## src/rtl/cpu_host_loader_pkg.sv

```systemverilog
// Shared definitions for the host-side memory loader and run controller.
package cpu_host_pkg;

  localparam logic [2:0] OP_WR_I = 3'd0;
  localparam logic [2:0] OP_WR_D = 3'd1;
  localparam logic [2:0] OP_RD_I = 3'd2;
  localparam logic [2:0] OP_RD_D = 3'd3;
  localparam logic [2:0] OP_RUN  = 3'd4;

  localparam logic [63:0] RSP_ZERO = 64'd0;

  typedef enum logic [2:0] {
    ST_IDLE      = 3'd0,
    ST_WRITE     = 3'd1,
    ST_READ_REQ  = 3'd2,
    ST_READ_WAIT = 3'd3,
    ST_RUN       = 3'd4,
    ST_RESP      = 3'd5
  } state_e;

endpackage

```

## src/rtl/cpu_host_loader_if.sv

```systemverilog
// Command/response stream between a host (bench or debug bridge) and the loader.
interface cpu_host_loader_if #(
  parameter int ADDR_W = 64
);
  logic              cmd_valid;
  logic              cmd_ready;
  logic [2:0]        cmd_op;
  logic [ADDR_W-1:0] cmd_addr;
  logic [63:0]       cmd_data;
  logic              rsp_valid;
  logic              rsp_ready;
  logic [63:0]       rsp_data;
  logic              rsp_err;

  modport master (
    output cmd_valid, cmd_op, cmd_addr, cmd_data, rsp_ready,
    input  cmd_ready, rsp_valid, rsp_data, rsp_err
  );

  modport slave (
    input  cmd_valid, cmd_op, cmd_addr, cmd_data, rsp_ready,
    output cmd_ready, rsp_valid, rsp_data, rsp_err
  );
endinterface

```

## src/rtl/cpu_host_loader_run_counter.sv

```systemverilog
// Cycle-limited run counter: load a limit, count enabled cycles, flag the last one.
module run_counter #(
  parameter int CNT_W = 32
) (
  input  logic             clk,
  input  logic             arst,
  input  logic             load,
  input  logic [CNT_W-1:0] n_in,
  input  logic             en,
  output logic [CNT_W-1:0] count,
  output logic [CNT_W-1:0] limit,
  output logic             last
);

  logic [CNT_W:0] count_inc;

  // One extra bit keeps the compare exact when the limit is all ones.
  assign count_inc = {1'b0, count} + {{CNT_W{1'b0}}, 1'b1};
  assign last      = (count_inc == {1'b0, limit});

  always_ff @(posedge clk or posedge arst) begin
    if (arst) begin
      count <= '0;
      limit <= '0;
    end else if (load) begin
      count <= '0;
      limit <= n_in;
    end else if (en) begin
      count <= count_inc[CNT_W-1:0];
    end
  end

endmodule

```

## src/rtl/cpu_host_loader.sv

```systemverilog
// Host-side initiator: loads/reads imem and dmem ext ports and gates cpu_enable for N cycles.
//  state        | meaning
//  ST_IDLE      | ready for a command
//  ST_WRITE     | one-cycle wen pulse on the selected port
//  ST_READ_REQ  | one-cycle ren pulse on the selected port
//  ST_READ_WAIT | SRAM read data valid, captured into rsp_data
//  ST_RUN       | cpu_enable high until the run counter reaches N
//  ST_RESP      | response held until rsp_ready
module cpu_host_loader
  import cpu_host_pkg::*;
#(
  parameter int CNT_W  = 32,
  parameter int IMEM_W = 32,
  parameter int DMEM_W = 64,
  parameter int ADDR_W = 64
) (
  input  logic              clk,
  input  logic              arst,
  cpu_host_loader_if.slave  host,
  output logic [ADDR_W-1:0] imem_addr,
  output logic              imem_wen,
  output logic              imem_ren,
  output logic [IMEM_W-1:0] imem_wdata,
  input  logic [IMEM_W-1:0] imem_rdata,
  output logic [ADDR_W-1:0] dmem_addr,
  output logic              dmem_wen,
  output logic              dmem_ren,
  output logic [DMEM_W-1:0] dmem_wdata,
  input  logic [DMEM_W-1:0] dmem_rdata,
  output logic              cpu_enable,
  output logic              busy
);

  state_e state_q, state_d;

  logic              sel_dmem_q, sel_dmem_d;
  logic [ADDR_W-1:0] imem_addr_d, dmem_addr_d;
  logic              imem_wen_d, imem_ren_d, dmem_wen_d, dmem_ren_d;
  logic [IMEM_W-1:0] imem_wdata_d;
  logic [DMEM_W-1:0] dmem_wdata_d;
  logic              cpu_enable_d;
  logic              rsp_valid_q, rsp_valid_d;
  logic [63:0]       rsp_data_q, rsp_data_d;
  logic              rsp_err_q, rsp_err_d;

  logic              cnt_load, cnt_en, cnt_last;
  logic [CNT_W-1:0]  cnt_count, cnt_limit, run_n;

  assign run_n = host.cmd_data[CNT_W-1:0];
  assign cnt_en = (state_q == ST_RUN);

  run_counter #(.CNT_W(CNT_W)) u_run_counter (
    .clk   (clk),
    .arst  (arst),
    .load  (cnt_load),
    .n_in  (run_n),
    .en    (cnt_en),
    .count (cnt_count),
    .limit (cnt_limit),
    .last  (cnt_last)
  );

  assign host.cmd_ready = (state_q == ST_IDLE);
  assign host.rsp_valid = rsp_valid_q;
  assign host.rsp_data  = rsp_data_q;
  assign host.rsp_err   = rsp_err_q;
  assign busy           = (state_q != ST_IDLE);

  always_comb begin
    state_d      = state_q;
    sel_dmem_d   = sel_dmem_q;
    imem_addr_d  = imem_addr;
    dmem_addr_d  = dmem_addr;
    imem_wdata_d = imem_wdata;
    dmem_wdata_d = dmem_wdata;
    imem_wen_d   = 1'b0;
    imem_ren_d   = 1'b0;
    dmem_wen_d   = 1'b0;
    dmem_ren_d   = 1'b0;
    cpu_enable_d = cpu_enable;
    rsp_valid_d  = rsp_valid_q;
    rsp_data_d   = rsp_data_q;
    rsp_err_d    = rsp_err_q;
    cnt_load     = 1'b0;

    case (state_q)
      ST_IDLE: begin
        if (host.cmd_valid) begin
          case (host.cmd_op)
            OP_WR_I: begin
              state_d      = ST_WRITE;
              imem_wen_d   = 1'b1;
              imem_addr_d  = host.cmd_addr;
              imem_wdata_d = host.cmd_data[IMEM_W-1:0];
            end
            OP_WR_D: begin
              state_d      = ST_WRITE;
              dmem_wen_d   = 1'b1;
              dmem_addr_d  = host.cmd_addr;
              dmem_wdata_d = host.cmd_data[DMEM_W-1:0];
            end
            OP_RD_I: begin
              state_d     = ST_READ_REQ;
              sel_dmem_d  = 1'b0;
              imem_ren_d  = 1'b1;
              imem_addr_d = host.cmd_addr;
            end
            OP_RD_D: begin
              state_d     = ST_READ_REQ;
              sel_dmem_d  = 1'b1;
              dmem_ren_d  = 1'b1;
              dmem_addr_d = host.cmd_addr;
            end
            OP_RUN: begin
              cnt_load = 1'b1;
              if (run_n == '0) begin
                state_d     = ST_RESP;
                rsp_valid_d = 1'b1;
                rsp_data_d  = RSP_ZERO;
              end else begin
                state_d      = ST_RUN;
                cpu_enable_d = 1'b1;
              end
            end
            default: begin
              state_d     = ST_RESP;
              rsp_valid_d = 1'b1;
              rsp_err_d   = 1'b1;
              rsp_data_d  = RSP_ZERO;
            end
          endcase
        end
      end
      ST_WRITE: begin
        state_d     = ST_RESP;
        rsp_valid_d = 1'b1;
        rsp_data_d  = RSP_ZERO;
      end
      ST_READ_REQ: begin
        state_d = ST_READ_WAIT;
      end
      ST_READ_WAIT: begin
        state_d     = ST_RESP;
        rsp_valid_d = 1'b1;
        rsp_data_d  = sel_dmem_q ? 64'(dmem_rdata) : 64'(imem_rdata);
      end
      ST_RUN: begin
        if (cnt_last) begin
          state_d      = ST_RESP;
          cpu_enable_d = 1'b0;
          rsp_valid_d  = 1'b1;
          rsp_data_d   = 64'(cnt_limit);
        end
      end
      ST_RESP: begin
        if (host.rsp_ready) begin
          state_d     = ST_IDLE;
          rsp_valid_d = 1'b0;
          rsp_err_d   = 1'b0;
          rsp_data_d  = RSP_ZERO;
        end
      end
      default: begin
        state_d      = ST_IDLE;
        cpu_enable_d = 1'b0;
        rsp_valid_d  = 1'b0;
        rsp_err_d    = 1'b0;
      end
    endcase
  end

  always_ff @(posedge clk or posedge arst) begin
    if (arst) begin
      state_q     <= ST_IDLE;
      sel_dmem_q  <= 1'b0;
      imem_addr   <= '0;
      dmem_addr   <= '0;
      imem_wdata  <= '0;
      dmem_wdata  <= '0;
      imem_wen    <= 1'b0;
      imem_ren    <= 1'b0;
      dmem_wen    <= 1'b0;
      dmem_ren    <= 1'b0;
      cpu_enable  <= 1'b0;
      rsp_valid_q <= 1'b0;
      rsp_data_q  <= '0;
      rsp_err_q   <= 1'b0;
    end else begin
      state_q     <= state_d;
      sel_dmem_q  <= sel_dmem_d;
      imem_addr   <= imem_addr_d;
      dmem_addr   <= dmem_addr_d;
      imem_wdata  <= imem_wdata_d;
      dmem_wdata  <= dmem_wdata_d;
      imem_wen    <= imem_wen_d;
      imem_ren    <= imem_ren_d;
      dmem_wen    <= dmem_wen_d;
      dmem_ren    <= dmem_ren_d;
      cpu_enable  <= cpu_enable_d;
      rsp_valid_q <= rsp_valid_d;
      rsp_data_q  <= rsp_data_d;
      rsp_err_q   <= rsp_err_d;
    end
  end

endmodule

```

## src/flat_wrapper.sv

```systemverilog
// flat-port wrapper written by rule: the top's interface ports become plain ports
module cpu_host_loader_flat import cpu_host_pkg::*;
#(
  parameter int CNT_W  = 32,
  parameter int IMEM_W = 32,
  parameter int DMEM_W = 64,
  parameter int ADDR_W = 64
)
  (clk, arst, imem_addr, imem_wen, imem_ren, imem_wdata, imem_rdata, dmem_addr, dmem_wen, dmem_ren, dmem_wdata, dmem_rdata, cpu_enable, busy, host_cmd_valid, host_cmd_op, host_cmd_addr, host_cmd_data, host_rsp_ready, host_cmd_ready, host_rsp_valid, host_rsp_data, host_rsp_err);
  cpu_host_loader_if #(.ADDR_W(ADDR_W)) host_i ();
  input  logic clk;
  input  logic arst;
  output logic [ADDR_W-1:0] imem_addr;
  output logic imem_wen;
  output logic imem_ren;
  output logic [IMEM_W-1:0] imem_wdata;
  input  logic [IMEM_W-1:0] imem_rdata;
  output logic [ADDR_W-1:0] dmem_addr;
  output logic dmem_wen;
  output logic dmem_ren;
  output logic [DMEM_W-1:0] dmem_wdata;
  input  logic [DMEM_W-1:0] dmem_rdata;
  output logic cpu_enable;
  output logic busy;
  input wire logic [$bits(host_i.cmd_valid)-1:0] host_cmd_valid;
  input wire logic [$bits(host_i.cmd_op)-1:0] host_cmd_op;
  input wire logic [$bits(host_i.cmd_addr)-1:0] host_cmd_addr;
  input wire logic [$bits(host_i.cmd_data)-1:0] host_cmd_data;
  input wire logic [$bits(host_i.rsp_ready)-1:0] host_rsp_ready;
  output wire logic [$bits(host_i.cmd_ready)-1:0] host_cmd_ready;
  output wire logic [$bits(host_i.rsp_valid)-1:0] host_rsp_valid;
  output wire logic [$bits(host_i.rsp_data)-1:0] host_rsp_data;
  output wire logic [$bits(host_i.rsp_err)-1:0] host_rsp_err;
  assign host_i.cmd_valid = host_cmd_valid;
  assign host_i.cmd_op = host_cmd_op;
  assign host_i.cmd_addr = host_cmd_addr;
  assign host_i.cmd_data = host_cmd_data;
  assign host_i.rsp_ready = host_rsp_ready;
  assign host_cmd_ready = host_i.cmd_ready;
  assign host_rsp_valid = host_i.rsp_valid;
  assign host_rsp_data = host_i.rsp_data;
  assign host_rsp_err = host_i.rsp_err;
  cpu_host_loader #(.CNT_W(CNT_W), .IMEM_W(IMEM_W), .DMEM_W(DMEM_W), .ADDR_W(ADDR_W)) u_core (.clk(clk), .arst(arst), .host(host_i), .imem_addr(imem_addr), .imem_wen(imem_wen), .imem_ren(imem_ren), .imem_wdata(imem_wdata), .imem_rdata(imem_rdata), .dmem_addr(dmem_addr), .dmem_wen(dmem_wen), .dmem_ren(dmem_ren), .dmem_wdata(dmem_wdata), .dmem_rdata(dmem_rdata), .cpu_enable(cpu_enable), .busy(busy));
endmodule
```

## config.mk

```make
export PLATFORM = sky130hd
export DESIGN_NAME = cpu_host_loader_flat
export DESIGN_NICKNAME = d
export VERILOG_FILES = /design/src/rtl/cpu_host_loader_pkg.sv /design/src/rtl/cpu_host_loader_if.sv /design/src/rtl/cpu_host_loader_run_counter.sv /design/src/rtl/cpu_host_loader.sv /design/src/flat_wrapper.sv
export SDC_FILE = /design/constraint.sdc
export NUM_CORES = 1
export LEC_CHECK = 0
export BUFFER_PORTS_ARGS = -buffer_cell sky130_fd_sc_hd__buf_2
export CORE_AREA = 3 3 203 205
export CTS_BUF_LIST = sky130_fd_sc_hd__clkbuf_4
export CTS_CLUSTER_SIZE = 10
export DETAILED_ROUTE_END_ITERATION = 12
export DIE_AREA = 0 0 206 208
export PLACE_DENSITY_LB_ADDON = 0.05
export SLEW_MARGIN = 5
export SYNTH_ARGS = -nofsm -noshare
export SYNTH_HDL_FRONTEND = slang
export SYNTH_SLANG_ARGS = --single-unit
```

## constraint.sdc

```tcl
create_clock -name clk -period 22.9 [get_ports clk]
set_clock_uncertainty 0.05 [all_clocks]
set_input_delay 4.58 -clock clk [delete_from_list [all_inputs] [get_ports clk]]
set_output_delay 4.58 -clock clk [all_outputs]
set_load 0.1 [all_outputs]
```

## After elaboration in Yosys (flattened, before gate mapping)

Cells that the tools add are included.

- Register bits after elaboration: 363
- Latch bits: 0
- Bits in writable memories: 0
- ROM bits: 0
- Word-level logic and storage cells: 109
- Memories: 0

- $add $sub $neg: 1
- $mul: 0
- Div/mod/pow operators: 0
- Order comparisons: 0
- Eq/ne operators: 18
- Shifts and indexed selects: 0
- Muxes and demuxes: 45
- Bitwise operators: 3
- Reductions and logical operators: 26

Operator list:

| cell | number |
|---|---|
| 64-bit two-way mux | 5 |
| 64-bit case mux with 5 select lines | 1 |
| 64-bit case mux with 2 select lines | 1 |
| 32-bit two-way mux | 2 |
| 32-bit by 1-bit adder with 33-bit output, second input constant | 1 |
| 33-bit by 32-bit == test with 1-bit output | 1 |
| 32-bit zero test | 1 |
| 1-bit two-way mux | 26 |
| 3-bit AND reduction | 6 |
| 3-bit case mux with 5 select lines | 1 |
| 3-bit by 2-bit == test with 1-bit output, second input constant | 4 |
| 2-bit inequality test, second input constant | 6 |
| 6-bit AND reduction | 2 |
| 4-bit OR reduction | 3 |
| 2-bit OR reduction | 5 |
| 3-bit == test, second input constant | 3 |
| 3-bit two-way mux | 3 |
| 3-bit case mux with 3 select lines | 1 |
| 3-bit by 1-bit == test with 1-bit output, second input constant | 2 |
| 3-bit zero test | 2 |
| 1-bit case mux with 3 select lines | 2 |
| 1-bit case mux with 5 select lines | 1 |
| 5-bit AND reduction | 1 |
| 5-bit nonzero test | 1 |
| 8 further kinds | 12 |

## Depth between registers and ports, before layout

Gate-level depths: netlist of the first run.

- Depth after elaboration: 5
- Depth in mapped cells: 12
- Mapped depth without buffers: 9

## By module

A second synthesis of the first run with hierarchy kept.

- Cell total of the unflattened synthesis: 1181
- Area total of the unflattened synthesis: 15711.3 sq um

Modules (own cells, without submodules):

| module | times used | cells each | area each (sq um) | sequential area each (sq um) |
|---|---|---|---|---|
| cpu_host_loader | 1 | 801 | 11931.4 | 7482.2 |
| run_counter | 1 | 380 | 3779.9 | 1601.5 |

## Worst setup path after synthesis of the first run

OpenSTA, ideal clock, no wires.

- Path kind: reg-to-output
- Start point: register u_core.state_q[0]
- End point: output port busy
- Data arrival time: 4.064 ns
- Data required time: 18.270 ns
- Path slack: 14.206 ns
- Cell stages (with the launch flop): 4
- Path buffers: 1
- Cell sequence: dfrtp_1 -> clkbuf_1 -> nor3_1 -> inv_1

- Word-level cells in the longest chain between the ends: 1

RTL lines:

| item | RTL line | source |
|---|---|---|
| start, declared | cpu_host_loader.sv:34 | `state_e state_q, state_d;` |
| start signal, assigned | cpu_host_loader.sv:189 | `state_q <= state_d;` |
| 3-bit nonzero test | cpu_host_loader.sv:67 | `assign busy = (state_q != ST_IDLE);` |
| end, declared | flat_wrapper.sv:24 | `output logic busy;` |

Every way passes these cells.

==> metrics.md, run 1 <==
| Metric | Value |
|---|---|
| Status | complete, no violations |
| Final Setup Violations | 0 |
| I/O pin count | 528 |
| CP max stage cell | buf_4 |
| Drt wl/cell | 20.81 µm |
| Max Cap Viol | 0 |
| Die height | 208 µm |
| Post-route cell area | 21140 µm² |
| Share of cells above drive strength 1 | 0.4596 |
| Final-report max-slew violation count | 0 |
| Hpwl dp | 38360 µm |
| DRC viols | 0 |
| Share of the synthesized area in the top cell type | 0.5422 |
| Cell mode on critical path | buf_4 |
| Post-CTS resize count | 0 |
| Crit path from | arst |
| RSZ-0062 raised after global routing | no |
| Clock Sinks | 363 |
| CTS root buffer | clkbuf_4 |
| CP Max Fanout | 97 |
| Ys Warns | 0 |
| Mapped cell area | 16750 µm² |
| Crit-path max cell delay | 870 ps |
| Clock Tree Buf Depth | 3 |
| Vias/cell | 5.359 |
| Overflow after GRT | 0 |
| Async S/R FF share, synth | 1.000 |
| Setup_tns | 0 ps |
| Setup crit end kind | asynchronous set/reset pin |
| HP Class | reg -> reg |
| Top cells by count, synth | dfrtp_1 (363), mux2_2 (225), nand2_1 (167), clkbuf_1 (84), o21ai_0 (71) |
| Most common cell in the netlist | dfrtp_1 |
| Sequential fraction of the synthesis area | 0.5422 |
| RD Place Congestion | 0.8555 |
| Nets | 2244 |
| Mapped Nets | 1697 |
| Final Hold Viols | 0 |
| Vias in the first global route | 14260 |
| GRT Util Overall | 0.2495 |
| Router iterations before antenna repair | 5 |
| Chip width | 206 µm |
| Initial antenna violation count | 7 |
| Tightest Pin Transition | 1214 ps |
| Critical Path AT | 7840 ps |
| Synth Instances | 1465 |
| Worst-skew pair later-pin latency | 800 ps |
| Worst path cell trace | buf_2 > inv_8 > buf_4 > buf_4 > buf_4 |
| Vias post-DR | 14030 |
| Initial detailed-routing violation count | 755 |
| Routed WL | 54500 µm |
| Primary FF master, synth | dfrtp_1 |
| Num CTS Buffers | 101 |
| Clk slew on worst S/H paths | 60 ps |
| Mean Syn Cell Area | 11.44 µm² |
| Setup Crit Path Kind | in -> async |
| Global-route wire length before repair | 83610 µm |
| Yosys reg bits | 363 |
| Hold_buf cts | 0 |
| Tmin final | 7111 ps |
| Post-synth top area cell | dfrtp_1 |
| Library cells used by synthesis | 67 |
| H-tree levels | 3 |
| Dominant cells by area after synthesis | dfrtp_1 (54%), mux2_2 (15%), nand2_1 (3.7%), o21ai_0 (2.1%), mux2i_1 (2.0%) |
| Critical Path Start Type | input pin |
| Number of synthesized flops with an enable pin | 0 |
| Rows | 73 |
| Slew HR | 0.1881 |
| Worst EP required | 23630 ps |
| Starting Density | 0.4226 |
| Buffers on Ports | 527 |
| Largest net degree at the start of global routing | 98 |
| Die area | 42850 µm² |
| Max Clk Rate | 0.1406 GHz |
| Antenna Violating Nets Remaining | 0 |
| Final Util | 0.5332 |
| Period utilisation layout | 0.3105 |
| Hold_sp | u_core.dmem_addr[41]$_DFFE_PP0P_ |
| Area growth, synth to finish | 26.17% |
| Placed cell area | 19860 µm² |
| Reg-to-reg startpoint | u_core.u_run_counter.count[0]$_DFFE_PP0P_ |
| Core ar. | 39640 µm² |
| CTS tree | built |
| Final Worst Setup Slack | 15790 ps |
| Post-CTS setup buffer count | 0 |
| Pre-CTS setup slack | 14680 ps |
## sequential cells by signal, indices dropped and copies added, names as in the netlist, 3 cells and up
register                    flops
u_core.imem_wdata              32
u_core.imem_addr               64
u_core.dmem_addr               64
u_core.state_q                  3
u_core.u_run_counter.limit     32
u_core.u_run_counter.count     32
u_core.dmem_wdata              64
u_core.host.rsp_data           64
## through the flow
stage	cells	hold WS (ps)
finish	2619	448.5
floorplan	1465	437.4
global route	2618	459.9
global placement	2434	434.6
CTS	2614	451.6
detailed placement	2434	437.4
## critical path: cells and delay by family
kind / cells / cell delay (ps)
buffers and inverters: 5 / 3120
## final cells by class
type / instances / area, µm²
inverters: 14 / 60.06
flip-flops and latches: 363 / 9085
clock inverters: 28 / 127.6
clock buffers: 152 / 1141
fillers: 3726 / 18500
diodes: 5 / 12.51
well taps: 525 / 656.9
multi-input cells: 982 / 7244
repair buffers: 550 / 2810
## logic make-up (layout without fill, tap and decap cells)
logic type,after synthesis,after routing,share of synthesized area
buf+inv,120,744,0.02935
other cells,0,5,0
compound gates,279,279,0.1146
simple gates,402,402,0.1202
fa+ha+maj,1,1,0.0007467
mux,259,259,0.1715
xor+xnor,41,41,0.02143
flops,363,363,0.5422
## metal layers
layer  global-route usage  vias up  routed length, µm
met5                    0        -                 41
met4              0.06718        6               1031
met3              0.07542       80               4489
met2               0.3979      541              25820
met1               0.3324     6908              23120
li1                     -     6499                  -
## layout by cell type, fill, tap and decap left out, drive strengths merged, types with 4 or more instances in the layout
master	synthesis	final
a21oi	49	49
dfrtp	363	363
a22oi	34	34
mux2	225	225
xnor2	23	23
clkbuf	85	152
a221o	32	32
buf	21	550
o31ai	12	12
a31oi	16	16
nand3	18	18
mux2i	34	34
nor3	18	18
nor4	53	53
nand4	20	20
nand2	167	167
and4	4	4
or3	4	4
clkinv	0	22
o41ai	4	4
diode	0	5
o21ai	73	73
and3	5	5
xor2	18	18
nor2	55	55
o21a	4	4
inv	14	19
a211o	33	33
and2	40	40
## worst paths after layout
check                                                            end  slack [ps]  cells past startpoint
max in group clk                                      host_cmd_ready       15950                      2
worst min-delay path                u_core.dmem_addr[41]$_DFFE_PP0P_         450                      1
worst min register to register      u_core.dmem_addr[41]$_DFFE_PP0P_         450                      1
worst max-delay path                u_core.imem_addr[19]$_DFFE_PP0P_       15790                      5
min in group asynchronous       u_core.host.rsp_data[37]$_DFFE_PP0P_        3840                      2
worst max register to register  u_core.host.rsp_data[40]$_DFFE_PP0P_       18110                     11
Power of run 1 is left out: the tool's default activity adds up to more than one toggle a clock period on the data nets, which glitch-free logic cannot reach.
==> inputs of run 2 (changes only) <==
clock period = 7.4 ns   (was 22.9 ns; I/O delays follow)
==> metrics.md, run 2 (synthesis results as in run 1) <==
| Metric | Value |
|---|---|
| Status | complete, no violations |
| Critical path buffer and inverter count | 1 (-4) |
| Hold_buf cts | 0 (unchanged) |
| Buffers on Ports | 527 (unchanged) |
| Chip width | 206 µm (unchanged) |
| HP Class | reg -> reg |
| Starting Density | 0.4226 (unchanged) |
| Nets | 2239 (-0.22%) |
| Crit-path max cell delay | 950 ps (+80 ps) |
| Final Setup Violations | 0 (unchanged) |
| GRT Util Overall | 0.2512 (+0.001662) |
| CTS tree | built |
| Core ar. | 39640 µm² (unchanged) |
| Router iterations before antenna repair | 5 (unchanged) |
| Share of cells above drive strength 1 | 0.4580 (-0.001557) |
| I/O pin count | 528 (unchanged) |
| Clock Sinks | 363 (unchanged) |
| Die height | 208 µm (unchanged) |
| Largest net degree at the start of global routing | 148 (+51%) |
| Clock Tree Buf Depth | 3 (unchanged) |
| CTS root buffer | clkbuf_4 |
| Vias/cell | 5.385 (+0.49%) |
| Clk slew on worst S/H paths | 60 ps (about the same) |
| Commonest non-fill, non-tap cells in the layout | buf_2 (527), dfrtp_1 (362), mux2_2 (225) |
| Hpwl dp | 38990 µm (+1.6%) |
| Critical Path Start Type | flop |
| Setup_tns | 0 ps (unchanged) |
| Post-CTS setup buffer count | 0 (unchanged) |
| Placed cell area | 19850 µm² (about the same) |
| Largest delay share family, worst path | simple AND/OR/NAND/NOR gates |
| Final-report max-slew violation count | 0 (unchanged) |
| Vias post-DR | 14060 (+0.19%) |
| Vias in the first global route | 14220 (-0.25%) |
| Critical Path AT | 5180 ps (-2660 ps) |
| Setup Crit Path Kind | reg -> reg |
| Overflow after GRT | 0 (unchanged) |
| # fillers | 3668 (-1.6%) |
| Tmin final | 4621 ps |
| Worst-skew pair later-pin latency | 780 ps (-20 ps) |
| H-tree levels | 3 (unchanged) |
| Post-route cell area | 21150 µm² (about the same) |
| CP max stage cell | nor3_4 |
| Slew HR | 0.2336 (+0.04543) |
| Final Hold Viols | 0 (unchanged) |
| Worst EP required | 7960 ps (-15670 ps) |
| Die area | 42850 µm² (unchanged) |
| Multi-input gate area | 7244 µm² (unchanged) |
| DRC viols | 0 (unchanged) |
| CP Max Fanout | 35 (-64%) |
| Most common cell after layout, fill and taps aside | buf_2 |
| Rows | 73 (unchanged) |
| Initial detailed-routing violation count | 811 (+7.4%) |
| Setup crit end kind | flop |
| Period utilisation layout | 0.6245 |
| Tightest Pin Transition | 1146 ps (-67.92 ps) |
| Global-route wire length before repair | 83860 µm (+0.30%) |
| Post-CTS resize count | 0 (unchanged) |
| Num CTS Buffers | 98 (-3.0%) |
| RD Place Congestion | 0.8744 (+2.2%) |
| Max Cap Viol | 0 (unchanged) |
| Area growth, synth to finish | 26.21% (about the same) |
| RSZ-0062 raised after global routing | no |
| Routed WL | 55060 µm (+1.0%) |
| Max Clk Rate | 0.2164 GHz |
| Worst path cell trace | ha_1 > nand3_1 > nor3_2 > nand2_1 > or3_1 > xnor2_1 > a2111o_1 > buf_4 > nor3_4 > o21ai_0 |
| Sequential cell area | 9085 µm² (unchanged) |
| Initial antenna violation count | 7 (unchanged) |
| Antenna Violating Nets Remaining | 0 (unchanged) |
| Drt wl/cell | 21.09 µm (+1.3%) |
-- run 2: changes by cell type in the layout (fill, tap and decap cells not counted), sizes merged --
cell / change
bufinv: +2
clkbuf: -1
inv: -5
diode: -2
buf: -2
-- run 2: cell type report --
| type | instances | share of cell area |
|---|---|---|
| Tap cell | 525 | 0.03107 |
| Inverter | 14 | 0.002663 |
| Antenna cell | 3 | 0.0003550 |
| Timing Repair Buffer | 548 | 0.1328 |
| Clock inverter | 25 | 0.007278 |
| Sequential cell | 363 | 0.4296 |
| Multi-Input combinational cell | 982 | 0.3426 |
| Clock buffer | 151 | 0.05361 |
-- run 2: worst paths after layout --
kind                                                           startpoint                                   end  slack [ps]  depth (start not counted)
worst max-delay path            u_core.u_run_counter.count[0]$_DFFE_PP0P_  u_core.host.rsp_data[63]$_DFFE_PP0P_        2780                         10
worst min-delay path                     u_core.dmem_addr[63]$_DFFE_PP0P_      u_core.dmem_addr[63]$_DFFE_PP0P_         450                          1
worst max register to register  u_core.u_run_counter.count[0]$_DFFE_PP0P_  u_core.host.rsp_data[63]$_DFFE_PP0P_        2780                         10
worst min register to register           u_core.dmem_addr[63]$_DFFE_PP0P_      u_core.dmem_addr[63]$_DFFE_PP0P_         450                          1
max in group asynchronous                                            arst  u_core.host.rsp_data[10]$_DFFE_PP0P_        5130                          3
min in group asynchronous                                            arst       u_core.imem_addr[4]$_DFFE_PP0P_         760                          2
-- run 2: through the flow --
stage                 util  hold WS [ps]  cells  worst slack (ps)
global route        0.5334         460.2   2611              2377
finish              0.5334         450.1   2611              2779
CTS                 0.5332         453.0   2608              2740
floorplan                -         437.4   1465              1002
detailed placement  0.5008         437.4   2432              2740
global placement    0.5008         433.7   2432              2904
-- run 2: metal layers --
metal / GRT usage / part of all wire
met5: 0 / 0.00096
met4: 0.09363 / 0.030
met3: 0.06697 / 0.078
met2: 0.4011 / 0.47
met1: 0.3284 / 0.42
Power of run 2 is left out for the same reason.
